<file path="config.mk">
export PLATFORM = sky130hd
export DESIGN_NAME = seq_divider
export DESIGN_NICKNAME = d
export VERILOG_FILES = /design/src/rtl/seq_divider_pkg.sv /design/src/rtl/seq_divider_div_step.sv /design/src/rtl/seq_divider.sv
export SDC_FILE = /design/constraint.sdc
export NUM_CORES = 1
export LEC_CHECK = 0
export ABC_CLOCK_PERIOD_IN_PS = 2870
export CAP_MARGIN = 15
export CELL_PAD_IN_SITES_DETAIL_PLACEMENT = 1
export CELL_PAD_IN_SITES_GLOBAL_PLACEMENT = 1
export CORE_MARGIN = 4
export CORE_UTILIZATION = 25
export CTS_CLUSTER_SIZE = 28
export DETAILED_ROUTE_END_ITERATION = 12
export PLACE_DENSITY_LB_ADDON = 0.1
export SLEW_MARGIN = 10
export SYNTH_ARGS = -nofsm -noshare
export SYNTH_HDL_FRONTEND = slang
export SYNTH_HIERARCHICAL = 1
export SYNTH_SLANG_ARGS = --single-unit
</file>
<file path="constraint.sdc">
create_clock -name clk -period 2.87 [get_ports clk]
set_input_delay 0.574 -clock clk [delete_from_list [all_inputs] [get_ports clk]]
set_output_delay 0.574 -clock clk [all_outputs]
set_load 0.005 [all_outputs]
</file>
<file path="src/rtl/seq_divider_pkg.sv">
// Shared definitions for the sequential restoring divider: default width and FSM encoding.
package seq_divider_pkg;

  localparam int unsigned DEF_WIDTH = 4;
  localparam int unsigned STATE_W   = 2;

  typedef logic [STATE_W-1:0] state_t;

  localparam state_t S_IDLE = 2'd0;
  localparam state_t S_CALC = 2'd1;
  localparam state_t S_DONE = 2'd2;

endpackage

</file>
<file path="src/rtl/seq_divider_div_step.sv">
// One restoring-division step: shift in the next dividend bit, trial-subtract the divisor,
// keep the difference when it does not borrow.
module seq_divider_div_step
  import seq_divider_pkg::*;
#(
  parameter int unsigned WIDTH = DEF_WIDTH
) (
  input  logic [WIDTH-1:0] r,
  input  logic             q_msb,
  input  logic [WIDTH-1:0] d,
  output logic [WIDTH-1:0] r_next,
  output logic             q_bit
);

  localparam int unsigned EXT_W = WIDTH + 1;

  logic [WIDTH:0] shifted;
  logic [WIDTH:0] diff;

  // Partial remainder is always below the divisor, so its extra top bit is implicitly zero.
  assign shifted = {r, q_msb};
  assign diff    = shifted + ~{1'b0, d} + EXT_W'(1);
  assign q_bit   = ~diff[WIDTH];
  assign r_next  = q_bit ? diff[WIDTH-1:0] : shifted[WIDTH-1:0];

endmodule

</file>
<file path="src/rtl/seq_divider.sv">
// Unsigned iterative restoring divider with start/busy/done handshake, one quotient bit per clock.
module seq_divider
  import seq_divider_pkg::*;
#(
  parameter int unsigned WIDTH = DEF_WIDTH
) (
  input  logic             clk,
  input  logic             rst_n,
  input  logic             start,
  input  logic [WIDTH-1:0] dividend,
  input  logic [WIDTH-1:0] divisor,
  output logic             busy,
  output logic             done,
  output logic [WIDTH-1:0] quotient,
  output logic [WIDTH-1:0] remainder,
  output logic             div_by_zero
);

  localparam int unsigned CNT_W = $clog2(WIDTH);
  localparam logic [CNT_W-1:0] LAST_STEP = CNT_W'(WIDTH - 1);

  state_t state;
  state_t state_next;

  logic             accept_c;
  logic             step_c;
  logic             last_c;
  logic             zero_c;

  logic [WIDTH-1:0] r_q;
  logic [WIDTH-1:0] q_q;
  logic [WIDTH-1:0] d_q;
  logic [CNT_W-1:0] cnt;
  logic [WIDTH-1:0] r_next;
  logic             q_bit;

  seq_divider_div_step #(.WIDTH(WIDTH)) u_step (
    .r      (r_q),
    .q_msb  (q_q[WIDTH-1]),
    .d      (d_q),
    .r_next (r_next),
    .q_bit  (q_bit)
  );

  // State register
  always_ff @(posedge clk or negedge rst_n) begin
    if (!rst_n) begin
      state <= S_IDLE;
    end else begin
      state <= state_next;
    end
  end

  // Next-state logic
  always_comb begin
    state_next = state;
    case (state)
      S_IDLE, S_DONE: begin
        if (start) begin
          state_next = (divisor == '0) ? S_DONE : S_CALC;
        end else begin
          state_next = S_IDLE;
        end
      end
      S_CALC: begin
        if (cnt == LAST_STEP) begin
          state_next = S_DONE;
        end
      end
      default: state_next = S_IDLE;
    endcase
  end

  // Control strobes decoded from the current state
  always_comb begin
    accept_c = 1'b0;
    step_c   = 1'b0;
    last_c   = 1'b0;
    zero_c   = (divisor == '0);
    case (state)
      S_IDLE, S_DONE: accept_c = start;
      S_CALC: begin
        step_c = 1'b1;
        last_c = (cnt == LAST_STEP);
      end
      default: ;
    endcase
  end

  // Datapath and registered outputs; results only move on acceptance (div-by-zero) or the last step
  always_ff @(posedge clk or negedge rst_n) begin
    if (!rst_n) begin
      r_q         <= '0;
      q_q         <= '0;
      d_q         <= '0;
      cnt         <= '0;
      quotient    <= '0;
      remainder   <= '0;
      div_by_zero <= 1'b0;
      busy        <= 1'b0;
      done        <= 1'b0;
    end else begin
      busy <= (state_next == S_CALC);
      done <= (state_next == S_DONE);
      if (accept_c) begin
        d_q <= divisor;
        q_q <= dividend;
        r_q <= '0;
        cnt <= '0;
        if (zero_c) begin
          quotient    <= '1;
          remainder   <= dividend;
          div_by_zero <= 1'b1;
        end else begin
          div_by_zero <= 1'b0;
        end
      end else if (step_c) begin
        r_q <= r_next;
        q_q <= {q_q[WIDTH-2:0], q_bit};
        cnt <= cnt + CNT_W'(1);
        if (last_c) begin
          quotient  <= {q_q[WIDTH-2:0], q_bit};
          remainder <= r_next;
        end
      end
    end
  end

endmodule

</file>
Word level (Yosys, flattened, before mapping)
Index checks and enable logic that the tools add are counted.
- register bits: 27
- input bits: 11
- output and inout bits: 11
- logic and storage cells: 50
- add/sub/neg operators: 3
- eq/ne operators: 6
- mux-type cells: 23
- bitwise logic cells: 2
- reductions and logical operators: 6
- operator list (kind ; count):
    $mux W4 ; 13
    $mux W2 ; 5
    $eq A2 B2 Y1 const B ; 3
    $add A5 B1 Y5 const B ; 1
    $add A5 B5 Y5 ; 1
    $not A4 Y5 ; 1
    $eq A2 B1 Y1 const B ; 2
    $logic_not A4 Y1 ; 1
    $mux W1 ; 4
    $pmux W2 S2 ; 1
    $reduce_bool A2 Y1 ; 2
    $reduce_and A3 Y1 ; 1
    $add A2 B1 Y2 const B ; 1
    $logic_not A2 Y1 ; 1
    $ne A2 B1 Y1 const B ; 1
    $reduce_or A2 Y1 ; 1
    $not A1 Y1 ; 1

Depth between registers and ports, before layout
- depth after elaboration: 7
- gate-level depth with buffers: 9
- gate-level depth less buffers: 9

Modules after synthesis
Netlist, hierarchy kept.
- modules (own cells, without submodules) (module ; times used ; cells an instance ; area an instance (sq um) ; seq. area each (sq um)):
    seq_divider ; 1 ; 94 ; 1167.4 ; 675.6
    seq_divider_div_step ; 1 ; 24 ; 203.9 ; 0.0

Worst setup path before layout
Ideal clock, no wire load.
- path kind: register to register
- from: register q_q[3]
- to: register remainder[2]
- data arrival time: 2445 ps
- data required time: 2745 ps
- path slack: 300 ps
- stages on the path, launching flop included: 10
- period minus slack after synthesis: 2570 ps
- cells stage by stage: dfrtp_1 inv_1 ha_1 fa_1 nand2b_1 a21oi_2 xor2_2 mux2_2 mux2_1 mux2_4
- cells in the longest elaborated chain, start to end: 6
- ends and longest elaborated chain (what ; line ; source):
    from (decl) ; seq_divider.sv:31 ; logic [WIDTH-1:0] q_q;
    from (signal assigned) ; seq_divider.sv:107 ; q_q <= dividend;
    from (signal assigned) ; seq_divider.sv:119 ; q_q <= {q_q[WIDTH-2:0], q_bit};
    $add A5 B5 Y5 ; seq_divider_div_step.sv:22 ; assign diff = shifted + ~{1'b0, d} + EXT_W'(1);
    $add A5 B1 Y5 ; seq_divider_div_step.sv:22 ;
    $mux W4 ; seq_divider_div_step.sv:24 ; assign r_next = q_bit ? diff[WIDTH-1:0] : shifted[WIDTH-1:0];
    net r_next[2] ; seq_divider.sv:34 ; logic [WIDTH-1:0] r_next;
    $mux W4 ; seq_divider.sv:121 ; if (last_c) begin
    $mux W4 ; seq_divider.sv:117 ; end else if (step_c) begin
    $mux W4 ; seq_divider.sv:105 ; if (accept_c) begin
    to (signal assigned) ; seq_divider.sv:112 ; remainder <= dividend;
    to (signal assigned) ; seq_divider.sv:123 ; remainder <= r_next;
    to (decl) ; seq_divider.sv:15 ; output logic [WIDTH-1:0] remainder,
The timed path passes the listed nets, and every way through them passes these cells. The select of a mux whose other input is x is not followed.
A chain may end at the register's enable or synchronous reset.

Worst setup path after layout
Same ends and word-level chain as after synthesis.

==> run_results.csv <==
group,metric,value,unit
job,drv_cap,0,
yosys,ys_seq_elements,27,
clocking,root_buffer,"clkbuf_8",
yosys,synthTopCellsByArea,"dfrtp_1, a22o_1, nand2_1",
clocking,cts.sinks,27,
layout,multiInputGateArea,642,µm²
yosys,synth_fa_ha_area_share,6.02,%
yosys,syn_nets,135,
clocking,cts_buffers,3,
layout,fillers,583,
yosys,synth-simple-area-share,11.8,%
yosys,synth_top_family_by_area,"compound AO/OA/AOI/OAI gates",
place,dp_slack,0.271,ns
floorplanning,die_height,82.1,µm
critical_path,reg2reg_setup_slack,0.26,ns
sta,finalSetupTns,0,ns
critical_path,critPathLaunchType,"flip-flop",
layout,final_area,1730,µm²
route,drt_drc_violations_left,0,
yosys,synth_top_cell_area_share,49.3,%
grt,grt_start_max_net_pins,28,
route,via_per_inst,4.53,
floorplanning,io-pin-count,22,
place,hpwl,2490,µm
sta,maxSlewViolCount,0,
yosys,syn-cell-area,1370,µm²
clocking,cts_tree,"yes",
route,first_pass_iters,4,
floorplanning,fp.coreArea,5200,µm²
grt,grt_overflow,0,
layout,final-seq-area,676,µm²
clocking,clk_pin_slew,0.09,ns
route,routedWlPerCell,15.3,µm
sta,worstMarginPinSlew,0.665,ns
floorplanning,start_util,26.3,%
sta,final_hold_viol_count,0,
run_status,outcome,"finished, final reports clean",
route,vias,970,
critical_path,end_kind,"flip-flop",
pwr,power_density,1260,nW/µm²
clocking,htreeDepth,1,
critical_path,crit_arrival,2.77,ns
critical_path,cp.required,3.03,ns
min_path,hp-class,"flip-flop to flip-flop",
grt,grt_pass1_wl,5780,µm
sta,setup_viol,0,
sta,fmax,0.383,GHz
yosys,netlist_instances,118,
route,drt_wl_total,3280,µm
layout,antenna_cells,0,
grt,antenna_found_initial,0,
sta,final.setup.worst_slack,0.262,ns
yosys,ys_seq_area_share,49.3,%
floorplanning,die_w,82.1,µm
route,ant_nets,0,
place,globalplace.congestion,0.772,
clocking,cts_buffer_depth,2,
sta,grt_setup_unrepaired,"no",
yosys,yosys.area.top_type,"dfrtp_1",
sta,post-route-period-util,90.9,%
critical_path,critPathKind,"flip-flop to flip-flop",
clocking,cts_setup_buffers,0,
pwr,total_power,0.00217,W
sta,max_slew_margin,55.6,%
place,io_buffer_count,21,
pwr,leakage,0.788,nW
grt,grt_pass1_vias,1123,
sta,min_period,2.61,ns
grt,grt.total_usage,11.4,%
yosys,synth-xor-area-share,2.46,%
yosys,ys_warn_count,6,
clocking,hold_buffers,0,
layout,area_growth,26.0,%
clocking,cts_resized,0,
clocking,insertion_delay,0.27,ns
route,drt_iter0_markers,20,
yosys,synth_mux_area_share,12.3,%
sta,skew,0.00342,ns
place,dpl-instance-area,1680,µm²
floorplanning,rows,26,
yosys,synth.avg_cell_area,11.6,µm²
yosys,yosys.cell_types.count,30,
layout,fin_nets,162,
critical_path,cp_max_fo,3,
yosys,synth_compound_area_share,14.2,%
sta,holdWs,0.485,ns
pwr,ir_drop,0.304,mV
floorplanning,die_area,6730,µm²
layout,drive_gt1_share,16.7,%
==> logic make-up (layout without fill, tap and decap cells) <==
kind of cell,Yosys count,count (layout)
AOI/OAI and AO/OA,27,27
xor gates and xnor gates,3,3
adders and majority gates,6,6
buffers and inverters,11,37
DFF,27,27
muxes,14,14
and+or+nand+nor,30,30
==> synth_stat cells, drive strengths merged <==
cell type	count
a21oi	10
xnor2	1
inv	6
mux2i	3
nand2	17
a22o	10
a21o	3
o21ai	2
nand3b	2
nor4	1
ha	5
nor2	3
mux2	11
nand2b	2
buf	5
fa	1
o22ai	2
nor3	3
dfrtp	27
nor2b	2
xor2	2
==> power breakdown <==
part           switching (W)  internal, W  total (W)  leakage (nW)
Sequential          0.000120     0.000562   0.000682         0.330
Combinational       0.000574     0.000694    0.00127         0.435
Clock               0.000121    0.0000995   0.000221        0.0228
==> metrics by stage <==
stage | cells | util, %
2_1_floorplan | 118 | -
3_3_place_gp | 210 | 32.3
3_5_place_dp | 210 | 32.3
4_1_cts | 214 | 33.2
5_1_grt | 214 | 33.2
6_report | 214 | 33.2
==> placed cells by master, fill, tap and decap left out, types with 2 or more instances in the layout <==
master	n
clkbuf_8	3
nor3_1	3
ha_1	5
a21o_1	3
mux2_2	4
nor2_1	2
clkdlybuf4s50_1	21
o21ai_1	2
inv_1	5
mux2i_1	3
nand2_1	17
mux2_4	4
a21oi_1	9
buf_4	6
o22ai_1	2
mux2_1	3
nor2b_1	2
a22o_1	9
dfrtp_1	27
nand3b_1	2
==> flip-flops by register name, summed over array words and instances, names as in the netlist <==
signal	cells
d_q	4
q_q	4
quotient	4
r_q	4
remainder	4
cnt	2
state	2
busy	1
div_by_zero	1
done	1
==> final timing paths <==
check / startpoint / cells past startpoint / to
worst max register to register: q_q[3] / 9 / remainder[2]
worst min register to register: d_q[2] / 2 / d_q[2]
worst max-delay path: q_q[3] / 9 / remainder[2]
worst min-delay path: d_q[2] / 2 / d_q[2]
min in group asynchronous: rst_n / 2 / quotient[3]
max in group asynchronous: rst_n / 2 / q_q[3]
==> critical path, stage by stage (launching register included) <==
cell and delay (ns):
dfrtp_1 0.36, inv_1 0.06, ha_1 0.22, fa_1 0.41, nand2b_1 0.17, a21oi_2 0.16
xor2_2 0.20, mux2_2 0.37, mux2_1 0.28, mux2_4 0.26
==> final cells by class <==
| type | instances | share of cell area [%] |
|---|---|---|
| sequential | 27 | 39.1 |
| tap | 70 | 5.07 |
| multi-input combinational | 80 | 37.1 |
| timing repair buffer | 27 | 14.8 |
| clock buffer | 4 | 2.61 |
| inverter | 6 | 1.30 |
==> per-layer routing <==
metal | share of wire [%] | up-vias | routed length, µm | GRT usage [%]
li1 | - | 463 | - | -
met1 | 46 | 483 | 1510 | 15.2
met2 | 48 | 20 | 1580 | 17.7
met3 | 4.5 | 4 | 148 | 2.63
met4 | 1.2 | 0 | 41 | 4.49
met5 | 0 | - | 0 | 0
(Power assumes the default switching activity.)
